==> src/rtl/bcd_down_cnt_if.sv <==
`default_nettype none
// ============================================================================
// Module      : bcd_down_cnt_if
// Description : Control/data bundle for the two-digit BCD down-counter.
//               master drives the control side (en, load, data) and observes
//               the count; slave is the counter itself.
//   en    : count enable, active-high
//   load  : synchronous parallel load, active-low
//   data  : load value, BCD {tens, ones}
//   dout  : registered count, BCD {tens, ones}
//   bout  : borrow, high when the next edge decrements 00
//   zero  : high while dout == 00
//   done  : one-cycle pulse on arrival at 00 by decrement
// Revision    : 1.0 - initial release
// ============================================================================
interface bcd_down_cnt_if;
  logic       en;
  logic       load;
  logic [7:0] data;
  logic [7:0] dout;
  logic       bout;
  logic       zero;
  logic       done;

  modport master (
    output en, load, data,
    input  dout, bout, zero, done
  );

  modport slave (
    input  en, load, data,
    output dout, bout, zero, done
  );
endinterface
`default_nettype wire

==> src/rtl/bcd_down_cnt.sv <==
`default_nettype none
// ============================================================================
// Module      : bcd_down_cnt
// Description : Two-digit BCD down-counter (99..00) with synchronous
//               active-low load, count enable, borrow output for cascading,
//               zero flag and a registered terminal-count pulse.
//   clk   : rising-edge clock
//   rst   : synchronous active-high reset (count <= RST_VAL)
//   bus   : bcd_down_cnt_if.slave (en, load, data in; dout, bout, zero,
//           done out)
//   WRAP    : 1 = 00 wraps to 99 on decrement, 0 = sticks at 00
//   RST_VAL : BCD reset value {tens, ones}
// Revision    : 1.0 - initial release
// ============================================================================
module bcd_down_cnt #(
  parameter bit         WRAP    = 1'b1,
  parameter logic [7:0] RST_VAL = 8'h00
) (
  input  wire logic     clk,
  input  wire logic     rst,
  bcd_down_cnt_if.slave bus
);

  // Any nibble above 9 is forced to 9 so the count never leaves BCD.
  function automatic logic [3:0] clamp9(input logic [3:0] nib);
    return (nib > 4'd9) ? 4'd9 : nib;
  endfunction

  // Reset value goes through the same clamp as loaded data.
  localparam logic [7:0] c_rst_val = {clamp9(RST_VAL[7:4]), clamp9(RST_VAL[3:0])};
  localparam logic [7:0] c_bcd_99  = 8'h99;
  localparam logic [7:0] c_bcd_00  = 8'h00;
  localparam logic [7:0] c_bcd_01  = 8'h01;

  typedef enum logic [1:0] {
    ST_IDLE    = 2'd0,
    ST_RUN     = 2'd1,
    ST_EXPIRED = 2'd2
  } state_t;

  state_t     state_q, state_d;
  logic [7:0] dout_q,  dout_d;
  logic       done_q,  done_d;

  logic [7:0] w_data_bcd;
  logic [3:0] w_ones;
  logic [3:0] w_tens;
  logic       w_zero;

  assign w_data_bcd = {clamp9(bus.data[7:4]), clamp9(bus.data[3:0])};
  assign w_ones     = dout_q[3:0];
  assign w_tens     = dout_q[7:4];
  assign w_zero     = (dout_q == c_bcd_00);

  // --------------------------------------------------------------------------
  // Next-state / next-count logic. Priority below reset: load > enable > hold.
  // --------------------------------------------------------------------------
  always_comb begin
    state_d = state_q;
    dout_d  = dout_q;
    done_d  = 1'b0;       // pulse: cleared unless a fresh 01 -> 00 occurs

    if (!bus.load) begin
      dout_d  = w_data_bcd;
      state_d = (w_data_bcd != c_bcd_00) ? ST_RUN : ST_IDLE;
    end else if (bus.en) begin
      if (w_zero) begin
        // Terminal case: wrap to 99 or stay parked at 00 in the current
        // state (IDLE or EXPIRED) until a load or reset.
        if (WRAP) begin
          dout_d  = c_bcd_99;
          state_d = ST_RUN;
        end
      end else if (dout_q == c_bcd_01) begin
        dout_d  = c_bcd_00;
        state_d = ST_EXPIRED;
        done_d  = 1'b1;
      end else if (w_ones != 4'd0) begin
        dout_d  = {w_tens, w_ones - 4'd1};
        state_d = ST_RUN;
      end else begin
        // Ones borrow from tens; tens is non-zero here because 00 was
        // handled above.
        dout_d  = {w_tens - 4'd1, 4'd9};
        state_d = ST_RUN;
      end
    end
  end

  always_ff @(posedge clk) begin
    if (rst) begin
      state_q <= ST_IDLE;
      dout_q  <= c_rst_val;
      done_q  <= 1'b0;
    end else begin
      state_q <= state_d;
      dout_q  <= dout_d;
      done_q  <= done_d;
    end
  end

  assign bus.dout = dout_q;
  assign bus.zero = w_zero;
  assign bus.done = done_q;
  // Borrow looks ahead to the coming edge: it only fires when that edge will
  // actually decrement 00 (no reset, no load, enabled).
  assign bus.bout = bus.en & bus.load & ~rst & w_zero;

endmodule
`default_nettype wire

==> src/flat_wrapper.sv <==
// flat-port wrapper written by rule: the top's interface ports become plain ports
module bcd_down_cnt_flat 
#(
  parameter bit         WRAP    = 1'b1,
  parameter logic [7:0] RST_VAL = 8'h00
)
  (clk, rst, bus_en, bus_load, bus_data, bus_dout, bus_bout, bus_zero, bus_done);
  bcd_down_cnt_if bus_i ();
  input  wire logic clk;
  input  wire logic rst;
  input wire logic [$bits(bus_i.en)-1:0] bus_en;
  input wire logic [$bits(bus_i.load)-1:0] bus_load;
  input wire logic [$bits(bus_i.data)-1:0] bus_data;
  output wire logic [$bits(bus_i.dout)-1:0] bus_dout;
  output wire logic [$bits(bus_i.bout)-1:0] bus_bout;
  output wire logic [$bits(bus_i.zero)-1:0] bus_zero;
  output wire logic [$bits(bus_i.done)-1:0] bus_done;
  assign bus_i.en = bus_en;
  assign bus_i.load = bus_load;
  assign bus_i.data = bus_data;
  assign bus_dout = bus_i.dout;
  assign bus_bout = bus_i.bout;
  assign bus_zero = bus_i.zero;
  assign bus_done = bus_i.done;
  bcd_down_cnt #(.WRAP(WRAP), .RST_VAL(RST_VAL)) u_core (.clk(clk), .rst(rst), .bus(bus_i));
endmodule
==> config.mk <==
export PLATFORM = sky130hd
export DESIGN_NAME = bcd_down_cnt_flat
export DESIGN_NICKNAME = d
export VERILOG_FILES = /design/src/rtl/bcd_down_cnt_if.sv /design/src/rtl/bcd_down_cnt.sv /design/src/flat_wrapper.sv
export SDC_FILE = /design/constraint.sdc
export NUM_CORES = 1
export LEC_CHECK = 0
export BUFFER_PORTS_ARGS = -buffer_cell sky130_fd_sc_hd__buf_2
export CAP_MARGIN = 10
export CORE_UTILIZATION = 51
export CTS_BUF_LIST = sky130_fd_sc_hd__clkbuf_8
export DETAILED_ROUTE_END_ITERATION = 8
export HOLD_SLACK_MARGIN = 0.06
export PLACE_DENSITY_LB_ADDON = 0.1
export SETUP_SLACK_MARGIN = 0.1
export SYNTH_ARGS = -nofsm -noshare
export SYNTH_HDL_FRONTEND = slang
export SYNTH_SLANG_ARGS = --single-unit
==> constraint.sdc <==
create_clock -name clk -period 3.5 [get_ports clk]
set_input_delay 0.525 -clock clk [delete_from_list [all_inputs] [get_ports clk]]
set_output_delay 0.525 -clock clk [all_outputs]
set_load 0.02 [all_outputs]
Yosys cells after proc, flatten, opt, wreduce, memory -nomap -nowiden
Index checks and enable logic that the tools add are counted.

Input port bits: 12. Output and inout port bits: 11. Flip-flop bits (word level): 9. Word-level logic and storage cells: 28.

Reductions and logical operators: 4. $add $sub $neg: 2. Bitwise gates (word level): 6. Magnitude comparators: 2. Equal/unequal tests: 3. Multiplexer cells: 8.

Operators with widths (count): $mux W8 (5); $eq A8 B1 Y1 const B (1); $gt A4 B4 Y1 const B (2); $logic_not A8 Y1 (1); $mux W4 (2); $sub A4 B1 Y4 const B (2); $ne A4 B2 Y1 const B (1); $reduce_bool A4 Y1 (1); $reduce_or A4 Y1 (1); $and A1 B1 Y1 (3); $not A1 Y1 (3); $ne A2 B2 Y1 const B (1); $reduce_and A2 Y1 (1); $mux W1 (1).

Longest topological paths before layout
Depth after elaboration: 6. Mapped depth: 6. Mapped depth without buffers: 6.

Least setup slack after synthesis
Ideal clock, no wire load.

Path type: reg2out. From: register u_core.dout_q[1] (netlist: u_core.bus.dout[1]). To: output port bus_bout. Path slack: 1.329 ns. Stages on the path, launching flop included: 5. Required time: 2.975 ns. Arrival: 1.646 ns. Cell sequence: dfxtp_1 -> inv_1 -> ha_1 -> or3b_1 -> nor3_1.

Word-level cells in the longest chain between the ends: 2.

RTL lines: start: declaration (RTL line bcd_down_cnt.sv:42) `logic [7:0] dout_q, dout_d;`; start signal: assignment (RTL line bcd_down_cnt.sv:93) `dout_q <= c_rst_val;`; start signal: assignment (RTL line bcd_down_cnt.sv:97) `dout_q <= dout_d;`; $logic_not A8 Y1 (RTL line bcd_down_cnt.sv:53) `assign w_zero = (dout_q == c_bcd_00);`; $and A1 B1 Y1 (RTL line bcd_down_cnt.sv:107) `assign bus.bout = bus.en & bus.load & ~rst & w_zero;`; end: declaration (RTL line flat_wrapper.sv:15) `output wire logic [$bits(bus_i.bout)-1:0] bus_bout;`.

Every way passes these cells.

Final worst setup path
Same ends and word-level chain as after synthesis.

==> results_dict.tcl <==
set metrics [dict create \
    chipHeight_um 38.7 \
    dp_hpwl_um 1250 \
    insertion_delay_ps 230 \
    cts_root_buf "clkbuf_8" \
    p_comb_frac 0.360 \
    min_period_ps 2280 \
    r2r_slack_ps 1600 \
    r2r-start "u_core.bus.dout[0]" \
    pwr-share-seq 0.330 \
    startpoint "u_core.bus.dout[1]" \
    cts_made_buffers 3 \
    synthCells 84 \
    htree_levels 1 \
    grt_pass1_wl_um 2700 \
    fin_skew_ps 0.846 \
    portBuffers 22 \
    yosysTopAreaCell "dfxtp_1" \
    dr_wl_met3_um 113 \
    arrival_ps 1760 \
    synth_top_area_frac 0.262 \
    cp_max_fo 5 \
    cp-end-kind "output port" \
    layout_commonest_cell "buf_2" \
    wl_met1_um 861 \
    fill_cells 96 \
    wire_per_inst_um 13.5 \
    clkSinkCount 9 \
    die_w_um 38.7 \
    setup_tns_ps 0 \
    post-cts-setup-buffers 0 \
    crit_required_ps 2970 \
    finalMaxSlewViolations 0 \
    p_per_area_mw_per_mm2 456 \
    grt_usage 0.267 \
    routed_wirelength_um 1640 \
    highest_layer "met4" \
    max_freq_mhz 438 \
    drtIter0Drc 19 \
    slew_headroom 0.705 \
    clk_pin_slew_worst_paths_ps 50 \
    criticalPathCategory "reg -> out" \
    globalRouteOverflowTotal 0 \
    finalNetCount 126 \
    area_growth_pct 23.8 \
    die_area_mm2 0.00150 \
    hp-class "reg -> reg" \
    dp.cells 118 \
    drc 0 \
    grt_start_max_net_pins 12 \
    power.share.switching 0.363 \
    antenna_found_initial 0 \
    ys_top_cells_by_area "dfxtp_1 26%, ha_1 9.1%, a21oi_1 5.8%" \
    pwr-share-clk 0.310 \
    fin_cells 122 \
    p_leak_nw 0.364 \
    num_antenna_cells 0 \
    worst_pin_slew_ps 441 \
    r2r_end "u_core.bus.dout[2]" \
    syn-num-nets 101 \
    core-area_mm2 0.00119 \
    synth_cell_types 37 \
    cts_tree "built" \
    hold_viol 0 \
    cp-start-kind "register" \
    p_sw_mw 0.141 \
    rows 12 \
    vias_per_cell 5.95 \
    drive_gt1_frac 0.324 \
    place_congestion 0.847 \
    yosys_warnings 0 \
    num_io_pins 23 \
    synth_seq_cells 9 \
    dr_wl_met2_um 643 \
    rsz0062_at_grt "no" \
    dr.pass1.iters 4 \
    vias 726 \
    maxCapViolCount 0 \
    final_cell_mix "22 x buf_2, 9 x dfxtp_1, 8 x a21oi_1" \
    avgSynthCellArea_um2 8.19 \
    timing.final.crit_share 0.652 \
    setup_viol 0 \
    yosysSeqAreaShare 0.262 \
    outcome "finished, final reports clean" \
    syn-cell-area_um2 688 \
    grt_pass1_vias 616 \
    cts_resized 0 \
    initial_core_util 0.580 \
    holdBufCountCts 0 \
    intPower_mw 0.248 \
    cts_buffer_depth 2 \
    peakVddDrop_mv 0.243 \
    ant_nets 0 \
    reg2reg_depth 6 \
    cp-endpoint "bus_bout" \
]
-- through the flow --
| stage | hold slack (ps) | setup WS, ps | power [mW] | cell area [um2] | utilization |
|---|---|---|---|---|---|
| after floorplan | 589 | 1330 | 0.228 | 688 | - |
| after global placement | 523 | 1550 | 0.266 | 807 | 0.680 |
| after detailed placement | 548 | 1490 | 0.266 | 807 | 0.680 |
| after CTS | 557 | 1240 | 0.388 | 852 | 0.718 |
| after global routing | 585 | 1160 | 0.412 | 852 | 0.718 |
| final | 557 | 1220 | 0.389 | 852 | 0.718 |
-- layout make-up --
cell class | count | area [um2] | share of cell area
clock buffers | 3 | 41.3 | 0.0485
flip-flops and latches | 9 | 180 | 0.211
clock inverters | 1 | 3.75 | 0.00441
repair buffers | 22 | 110 | 0.129
inverters | 7 | 26.3 | 0.0308
multi-input cells | 66 | 473 | 0.555
well taps | 14 | 17.5 | 0.0206
-- per-layer routing --
| metal | GRT usage | up-vias |
|---|---|---|
| met5 | 0 | - |
| met4 | 0.103 | 0 |
| met3 | 0.0520 | 4 |
| met2 | 0.379 | 35 |
| met1 | 0.389 | 322 |
| li1 | - | 365 |
-- worst max-delay path, cell delays in order, from the launching register on --
cell,delay (ps)
dfxtp_1,330
inv_1,130
ha_1,240
or3b_1,460
nor3_1,190
buf_2,190
-- synthesized netlist by cell type --
cell / count
dfxtp_1: 9
a21oi_1: 8
inv_1: 6
nand2_1: 6
nor2_1: 6
ha_1: 5
nor3_1: 4
o21ai_0: 3
a211oi_1: 2
a221oi_1: 2
a31oi_1: 2
nand3_1: 2
nor4b_1: 2
o21ai_1: 2
o41ai_1: 2
or3b_1: 2
a2111oi_0: 1
a211oi_4: 1
a311oi_1: 1
a32oi_1: 1
and2_2: 1
and3_4: 1
and4bb_2: 1
and4bb_4: 1
buf_2: 1
clkbuf_1: 1
inv_2: 1
nand2_2: 1
nand2b_2: 1
nand4_1: 1
nor2b_1: 1
nor3b_2: 1
nor4_1: 1
o21ba_2: 1
o31a_1: 1
or3_1: 1
or4_1: 1
-- kinds of logic (layout without fill, tap and decap cells) --
kind of cell | after synthesis | count (layout) | share of synthesized area
and+or+nand+nor | 34 | 34 | 0.316
DFF | 9 | 9 | 0.262
buffers and inverters | 9 | 33 | 0.0509
AOI/OAI and AO/OA | 27 | 27 | 0.280
adders and majority gates | 5 | 5 | 0.0909
-- sequential cells by signal, indices dropped and copies added (netlist names) --
register	count
u_core.bus.done	1
u_core.bus.dout	8
-- power by group through the flow --
stage	logic, mW	clock network (mW)	registers (mW)
final	0.140	0.120	0.128
after detailed placement	0.137	0	0.130
after global routing	0.153	0.128	0.130
after CTS	0.138	0.123	0.128
after global placement	0.138	0	0.129
after floorplan	0.0886	0	0.139
-- worst min path at each step --
stage,startpoint,to,cells after the start
final,u_core.bus.dout[0],u_core.bus.dout[0],2
after global routing,u_core.bus.dout[0],u_core.bus.dout[0],2
after CTS,u_core.bus.dout[0],u_core.bus.dout[0],2
after detailed placement,u_core.bus.dout[0],u_core.bus.dout[0],2
after global placement,u_core.bus.dout[0],u_core.bus.dout[0],2
after floorplan,u_core.bus.dout[0],u_core.bus.dout[0],2
No activity file was read; power rests on OpenSTA's default activity.
